File: config.mk
export PLATFORM = sky130hd
export DESIGN_NAME = safe_lockout_controller
export DESIGN_NICKNAME = d
export VERILOG_FILES = /design/src/rtl/safe_lockout_controller_pkg.sv /design/src/rtl/safe_wait_timer.sv /design/src/rtl/safe_lockout_controller.sv
export SDC_FILE = /design/constraint.sdc
export NUM_CORES = 1
export LEC_CHECK = 0
export BUFFER_PORTS_ARGS = -buffer_cell sky130_fd_sc_hd__buf_2
export CAP_MARGIN = 25
export CORE_MARGIN = 5
export CORE_UTILIZATION = 55
export DETAILED_ROUTE_END_ITERATION = 7
export PLACE_DENSITY = 0.84
export REMOVE_ABC_BUFFERS = 1
export SETUP_SLACK_MARGIN = 0.02
export SYNTH_ARGS = -nofsm -noshare
export SYNTH_HDL_FRONTEND = slang
export SYNTH_SLANG_ARGS = --single-unit
export TNS_END_PERCENT = 10
File: constraint.sdc
create_clock -name clk -period 3.35 [get_ports clk]
set_input_delay 0.1675 -clock clk [delete_from_list [all_inputs] [get_ports clk]]
set_output_delay 0.1675 -clock clk [all_outputs]
set_load 0.02 [all_outputs]
File: src/rtl/safe_lockout_controller_pkg.sv
// Shared display-mode codes and helpers for the safe lockout controller.
package safe_lockout_controller_pkg;

  localparam logic [2:0] MODE_BLANK   = 3'd0;
  localparam logic [2:0] MODE_ENTER   = 3'd1;
  localparam logic [2:0] MODE_ERROR   = 3'd2;
  localparam logic [2:0] MODE_LOCKOUT = 3'd3;

  function automatic int unsigned max_u(input int unsigned a, input int unsigned b);
    return (a > b) ? a : b;
  endfunction

endpackage

File: src/rtl/safe_wait_timer.sv
// Loadable down-counter for the message and lockout waits; holds at zero once expired.
module safe_wait_timer #(
  parameter int unsigned TMR_W = 6
) (
  input  logic             clk,
  input  logic             rst_n,
  input  logic             load,
  input  logic [TMR_W-1:0] load_val,
  output logic             expired
);

  logic [TMR_W-1:0] count_q, count_d;

  always_comb begin
    count_d = count_q;
    if (load) begin
      count_d = load_val;
    end else if (count_q != '0) begin
      count_d = count_q - 1'b1;
    end
  end

  always_ff @(posedge clk or negedge rst_n) begin
    if (!rst_n) begin
      count_q <= '0;
    end else begin
      count_q <= count_d;
    end
  end

  assign expired = (count_q == '0);

endmodule

File: src/rtl/safe_lockout_controller.sv
// Safe lock control FSM with internal message timer, failed-attempt counter and timed lockout.
// Lockout is enabled by defining SAFE_LOCKOUT_EN; otherwise wrong codes only show ERROR.
module safe_lockout_controller
  import safe_lockout_controller_pkg::*;
#(
  parameter int unsigned MSG_CYCLES     = 8,
  parameter int unsigned LOCKOUT_CYCLES = 32,
  parameter int unsigned MAX_TRIES      = 3,
  parameter int unsigned TRY_W          = $clog2(MAX_TRIES + 1),
  parameter int unsigned TMR_W          = $clog2(max_u(MSG_CYCLES, LOCKOUT_CYCLES) + 1)
) (
  input  logic             clk,
  input  logic             rst_n,
  input  logic             done,
  input  logic             match,
  input  logic             cancel,
  output logic             clear_entry,
  output logic             accept_digit,
  output logic             load_code,
  output logic [2:0]       display_mode,
  output logic             lock,
  output logic [TRY_W-1:0] fail_count,
  output logic             locked_out
);

  localparam int unsigned StateW = 3;

  typedef enum logic [StateW-1:0] {
    UClear      = 3'd0,
    UEntry      = 3'd1,
    Store       = 3'd2,
    LClear      = 3'd3,
    LEntry      = 3'd4,
    OkWait      = 3'd5,
    ErrWait     = 3'd6,
    LockoutWait = 3'd7
  } state_e;

  state_e           state_q, state_d;
  logic [TRY_W-1:0] fail_q, fail_d, fail_inc;
  logic             tmr_load, tmr_expired, hit_lockout;
  logic [TMR_W-1:0] tmr_val;

  safe_wait_timer #(
    .TMR_W(TMR_W)
  ) u_timer (
    .clk     (clk),
    .rst_n   (rst_n),
    .load    (tmr_load),
    .load_val(tmr_val),
    .expired (tmr_expired)
  );

  assign fail_inc = (fail_q == TRY_W'(MAX_TRIES)) ? fail_q : fail_q + 1'b1;

`ifdef SAFE_LOCKOUT_EN
  assign hit_lockout = (fail_inc == TRY_W'(MAX_TRIES));
`else
  assign hit_lockout = 1'b0;
`endif

  always_comb begin
    state_d  = state_q;
    fail_d   = fail_q;
    tmr_load = 1'b0;
    tmr_val  = '0;
    unique case (state_q)
      UClear: state_d = UEntry;
      UEntry: begin
        if (done) begin
          state_d = Store;
        end else if (cancel) begin
          state_d = UClear;
        end
      end
      Store:  state_d = LClear;
      LClear: state_d = LEntry;
      LEntry: begin
        if (done) begin
          tmr_load = 1'b1;
          if (match) begin
            fail_d  = '0;
            state_d = OkWait;
            tmr_val = TMR_W'(MSG_CYCLES - 1);
          end else begin
            fail_d = fail_inc;
            if (hit_lockout) begin
              state_d = LockoutWait;
              tmr_val = TMR_W'(LOCKOUT_CYCLES - 1);
            end else begin
              state_d = ErrWait;
              tmr_val = TMR_W'(MSG_CYCLES - 1);
            end
          end
        end else if (cancel) begin
          state_d = LClear;
        end
      end
      OkWait:  if (tmr_expired) state_d = UClear;
      ErrWait: if (tmr_expired) state_d = LClear;
      LockoutWait: begin
        if (tmr_expired) begin
          state_d = LClear;
          fail_d  = '0;
        end
      end
      default: state_d = UClear;
    endcase
  end

  always_ff @(posedge clk or negedge rst_n) begin
    if (!rst_n) begin
      state_q <= UClear;
      fail_q  <= '0;
    end else begin
      state_q <= state_d;
      fail_q  <= fail_d;
    end
  end

  // Moore outputs decoded from the registered state only.
  always_comb begin
    clear_entry  = 1'b0;
    accept_digit = 1'b0;
    load_code    = 1'b0;
    display_mode = MODE_BLANK;
    lock         = 1'b1;
    unique case (state_q)
      UClear: begin
        clear_entry = 1'b1;
        lock        = 1'b0;
      end
      UEntry: begin
        accept_digit = 1'b1;
        display_mode = MODE_ENTER;
        lock         = 1'b0;
      end
      Store:       load_code    = 1'b1;
      LClear:      clear_entry  = 1'b1;
      LEntry: begin
        accept_digit = 1'b1;
        display_mode = MODE_ENTER;
      end
      OkWait:      display_mode = MODE_ENTER;
      ErrWait:     display_mode = MODE_ERROR;
      LockoutWait: display_mode = MODE_LOCKOUT;
      default: begin
        clear_entry = 1'b1;
        lock        = 1'b0;
      end
    endcase
  end

`ifdef SAFE_LOCKOUT_EN
  assign locked_out = (state_q == LockoutWait);
`else
  assign locked_out = 1'b0;
`endif

  assign fail_count = fail_q;

endmodule

# --- Word level (Yosys, flattened, before mapping) ---
# Index checks and enable logic that the tools add are counted.
# W data, S select, Z words.
op_classes:
  n_addsub: 2
  n_eq_ne: 15
  n_mux: 24
  n_reduce_logical: 12
op_table:
  columns: ["cell", "count"]
  rows:
  - ["$mux W3", 8]
  - ["$pmux W3 S7", 1]
  - ["$eq A3 B3 Y1 const B", 4]
  - ["$mux W6", 2]
  - ["$mux W2", 5]
  - ["$ne A3 B3 Y1 const B", 3]
  - ["$reduce_and A4 Y1", 2]
  - ["$reduce_or A2 Y1", 4]
  - ["$eq A3 B2 Y1 const B", 2]
  - ["$logic_not A6 Y1", 1]
  - ["$mux W1", 6]
  - ["$ne A2 B2 Y1 const B", 3]
  - ["$pmux W2 S3", 1]
  - ["$reduce_bool A6 Y1", 1]
  - ["$sub A6 B1 Y6 const B", 1]
  - ["$pmux W2 S2", 1]
  - ["$reduce_bool A2 Y1", 2]
  - ["$eq A3 B1 Y1 const B", 1]
  - ["$logic_not A3 Y1", 1]
  - ["$reduce_or A3 Y1", 1]
  - ["$add A2 B1 Y2 const B", 1]
  - ["$eq A2 B2 Y1 const B", 1]
  - ["$ne A2 B1 Y1 const B", 1]
totals:
  regBits: 11
  input_bits: 5
  output_inout_bits: 10
  elab_cells: 56

# --- Depth between registers and ports, before layout ---
depth:
  depth_word: 5
  ltp_mapped: 5
  ltp_nobuf: 5

# --- Cells and area by module ---
# From an unflattened synthesis, not the netlist that was laid out.
unflattened:
  cells_unflattened: 89
  area_unflattened_um2: 814.5
modules_own_cells:
  columns: ["mod", "n_inst", "cells_each", "area_per_inst_um2", "seq_area_each_um2"]
  rows:
  - ["safe_lockout_controller", 1, 49, 414.1, 125.1]
  - ["safe_wait_timer", 1, 40, 400.4, 150.1]

# --- Least setup slack after synthesis ---
# No wires, ideal clock.
synth_path:
  path_kind: "reg2reg"
  from: "register u_timer.count_q[0]"
  to: "register u_timer.count_q[3]"
  setup_ns: 0.066
  arrival_ns: 1.304
  required_time_ns: 3.284
  slack_ns: 1.980
  path_stages_with_launch: 6
  path_buffers: 0
  synth_period_minus_slack_ns: 1.370
  cell_sequence: "dfrtp_1 -> inv_1 -> ha_1 -> nor2b_1 -> a2111oi_1 -> a31o_1"
synth_between:
  elab_chain_len: 3
  word_cells_on_any_way: 5
  cone_classes: "1 x add/sub; 2 x mux; 2 x reduce/logical"
synth_lines:
  columns: ["element", "line_no", "text"]
  rows:
  - ["start: declaration", "safe_wait_timer.sv:12", "logic [TMR_W-1:0] count_q, count_d;"]
  - ["start signal: assignment", "safe_wait_timer.sv:27", "count_q <= count_d;"]
  - ["$sub A6 B1 Y6", "safe_wait_timer.sv:19", "count_d = count_q - 1'b1;"]
  - ["$mux W6", "safe_wait_timer.sv:18", "end else if (count_q != '0) begin"]
  - ["$mux W6", "safe_wait_timer.sv:16", "if (load) begin"]
# Several ways; a longest one is shown, not always the timed one. The select of a mux whose other input is x is not followed.
# A chain may end at the register's enable or synchronous reset.

# --- Final worst setup path ---
layout_path:
  from: "register state_q[2]"
  to: "output display_mode[0]"
layout_between:
  elab_chain_len: 3
  word_cells_on_any_way: 7
  cone_classes: "5 x eq/ne; 1 x mux; 1 x reduce/logical"
layout_lines:
  columns: ["element", "line_no", "text"]
  rows:
  - ["start: declaration", "safe_lockout_controller.sv:39", "state_e state_q, state_d;"]
  - ["start signal: assignment", "safe_lockout_controller.sv:113", "state_q <= UClear;"]
  - ["start signal: assignment", "safe_lockout_controller.sv:116", "state_q <= state_d;"]
  - ["$eq A3 B1 Y1 or $eq A3 B3 Y1 (tied branches)", "safe_lockout_controller.sv:128", "unique case (state_q)"]
  - ["$reduce_or A3 Y1 (no source line)", null, null]
  - ["$pmux W2 S3 (*)", "safe_lockout_controller.sv:128", null]
  - ["end: declaration", "safe_lockout_controller.sv:20", "output logic [2:0] display_mode,"]
# Every way passes the cells marked *; elsewhere a longest branch is shown, timed or not.

==> results.cfg <==
[run_status]
outcome = finished, final reports clean

[setup_path]
required_ns = 3.18
crit_slowest_cell = dfrtp_1
critPathBufInv = 1
end_kind = primary output
path_cells = nor2b_1 > a21o_1 > buf_2
critPathKind = reg -> out
slowest_delay_ns = 0.56
path_max_fanout = 14
critical_path.reg2reg.startpoint = u_timer.count_q[0]
start_kind = flop
cp.arrival_ns = 1.36
critPathTopFamily = flip-flops
crit_start = state_q[2]

[run]
max_cap_viol_count = 0

[yosys]
ys_top_cells_by_count = 11 x dfrtp_1, 7 x nor2_1, 6 x a21oi_1, 6 x inv_1, 6 x nand2b_1
yosysMostFrequentCell = dfrtp_1
syn_inst = 86
synth_edf_count = 0
ys_seq_area_share_pct = 36.79
yosysTopAreaCell = dfrtp_1
netlist_area_um2 = 748.2
ys_ff_latch = 11
synth_top_area_share_pct = 36.79
ys_types = 36
ys.flop_type = dfrtp_1
ys_warn_count = 0
synthTopCellsByArea = dfrtp_1 37%, ha_1 5.0%, nand2b_1 5.0%
avgSynthCellArea_um2 = 8.700
synthArstFlopShare_pct = 100.0

[placement]
dp_cells = 109
gp_congestion = 0.9165
numPortBuffers = 12
dpl.hpwl_um = 1171

[sta]
finalSetupTns_ns = 0
period_needed_ns = 1.527
setup_viol = 0
rsz0062_at_grt = no
max_freq_mhz = 655.0
relSlewSlack_pct = 62.74
finalHoldViolCount = 0
holdWs_ns = 0.2596
maxSlewViolCount = 0
fin_crit_sh_pct = 45.57
fin_skew_ns = 0.004291
worst_pin_slew_ns = 0.5547

[routing]
dr.first_iter.drc_count = 7
viasPerCell = 5.895
vias = 672
wl_per_cell_um = 13.86
postRouteAntennaNets = 0
dr.pass1.iters = 4
drt-total-wl_um = 1580
drcViolationCount = 0

[cts]
h-tree-depth = 1
clock_path_buffers = 2
cts-root-buf = clkbuf_4
cts_hold_buffers = 1
clkTransAtPathRegs_ns = 0.07
cts_sinks = 11
cts_tree = yes
numCtsBuffers = 3
ctsResizeCount = 0
cts_setup_buffers = 0
clock_latency_ns = 0.27

[finish]
syn_to_final_growth_pct = 12.37
fin_nets = 108
diodes = 0
layout.cells.non_filler = 114
final_core_util_pct = 64.62
drive_gt1_share_pct = 19.19

[global_routing]
grt_pass1_wl_um = 2663
grt_max_degree = 15
grt-ovfl-total = 0
grt.total_usage_pct = 17.58
antenna_found_initial = 0
grt_pass1_vias = 625

[floorplan]
core_um2 = 1301
dieHeight_um = 46.89
die-area_um2 = 2198
initial_core_util_pct = 57.50
rows = 13
die_w_um = 46.89
io_pins = 15

[power_and_ir_drop]
ir_worst_vdd_mv = 0.6210
p_total_uw = 812.3
leakage_uw = 0.0003685
power_density_nw_per_um2 = 966.1

[hold_path]
hold_path_class = in -> reg
min_from = match
per-stage QoR:
stage                     area (um2)  setup WS (ns)
after CTS                      840.8          1.806
after floorplan                725.7          1.980
after global routing           840.8          1.690
after global placement         804.5          1.887
final                          840.8          1.823
after detailed placement       804.5          1.863
report_power, final:
part / switching [uW] / internal, uW
logic: 236 / 181
registers: 106 / 199
clock network: 44.4 / 46.1
total: 386 / 426
cell type report:
type,instances,area (um2)
Timing Repair Buffer,13,70.07
Fill cell,120,460.4
Sequential cell,11,275.3
Inverter,6,22.52
Clock buffer,4,26.28
Multi-Input combinational cell,65,427.9
Tap cell,15,18.77
worst paths after layout:
path | endpoint | slack, ns | cells past startpoint
setup / recovery | display_mode[0] | 1.82 | 3
hold / removal | fail_count[0] | 0.26 | 4
setup reg to reg | u_timer.count_q[3] | 1.84 | 5
hold reg to reg | fail_count[1] | 0.57 | 2
max in group asynchronous | u_timer.count_q[0] | 2.85 | 2
min in group asynchronous | fail_count[1] | 0.29 | 2
cells by family (layout without fill, tap and decap cells):
logic type               Yosys count  in the layout  synth area share, %
flip-flops                        11             11                36.79
XOR/XNOR                           2              2                2.342
other                              1              2               0.5012
buffers and inverters             11             23                6.521
multiplexers                       1              1                1.505
AO/OA/AOI/OAI                     19             19                17.56
AND/OR/NAND/NOR                   38             38                29.77
adder cells (fa/ha/maj)            3              3                5.017
routing by layer:
| metal | global-route usage, % | part of all wire (%) | up-vias |
|---|---|---|---|
| met5 | 0 | 0 | - |
| met4 | 6.077 | 0.63 | 0 |
| met3 | 5.747 | 7.1 | 2 |
| met2 | 30.62 | 53 | 22 |
| met1 | 20.09 | 39 | 311 |
| li1 | - | - | 337 |
cells in the final DEF (no fill, tap or decap), drive strengths merged:
master       synthesis  routed
a2111oi              1       1
a211oi               1       1
a21o                 1       1
a21oi                6       6
a311oi               1       1
a31o                 1       1
and2                 1       1
and4                 1       1
and4bb               1       1
buf                  4      12
clkbuf               1       4
conb                 1       2
dfrtp               11      11
dlygate4sd3          0       1
ha                   3       3
inv                  6       6
mux2                 1       1
nand2                2       2
nand2b               6       6
nand3                3       3
nand4                3       3
nand4bb              1       1
nor2                 7       7
nor2b                4       4
nor3                 4       4
nor3b                1       1
nor4                 1       1
o211ai               2       2
o21ai                1       1
o221ai               1       1
o31ai                4       4
or2                  1       1
or3                  2       2
xnor2                1       1
xor2                 1       1
worst register-to-register path: stages, from the launching register on:
cell and delay [ns]:
dfrtp_1 0.40, inv_1 0.10, ha_1 0.23, nor2b_1 0.18, a2111oi_1 0.39, a31o_1 0.15
state kept, by name, summed over array words and instances (netlist names):
signal and flops:
fail_count 2, u_timer.count_q 6, state_q 3
No activity file was read; power rests on OpenSTA's default activity.
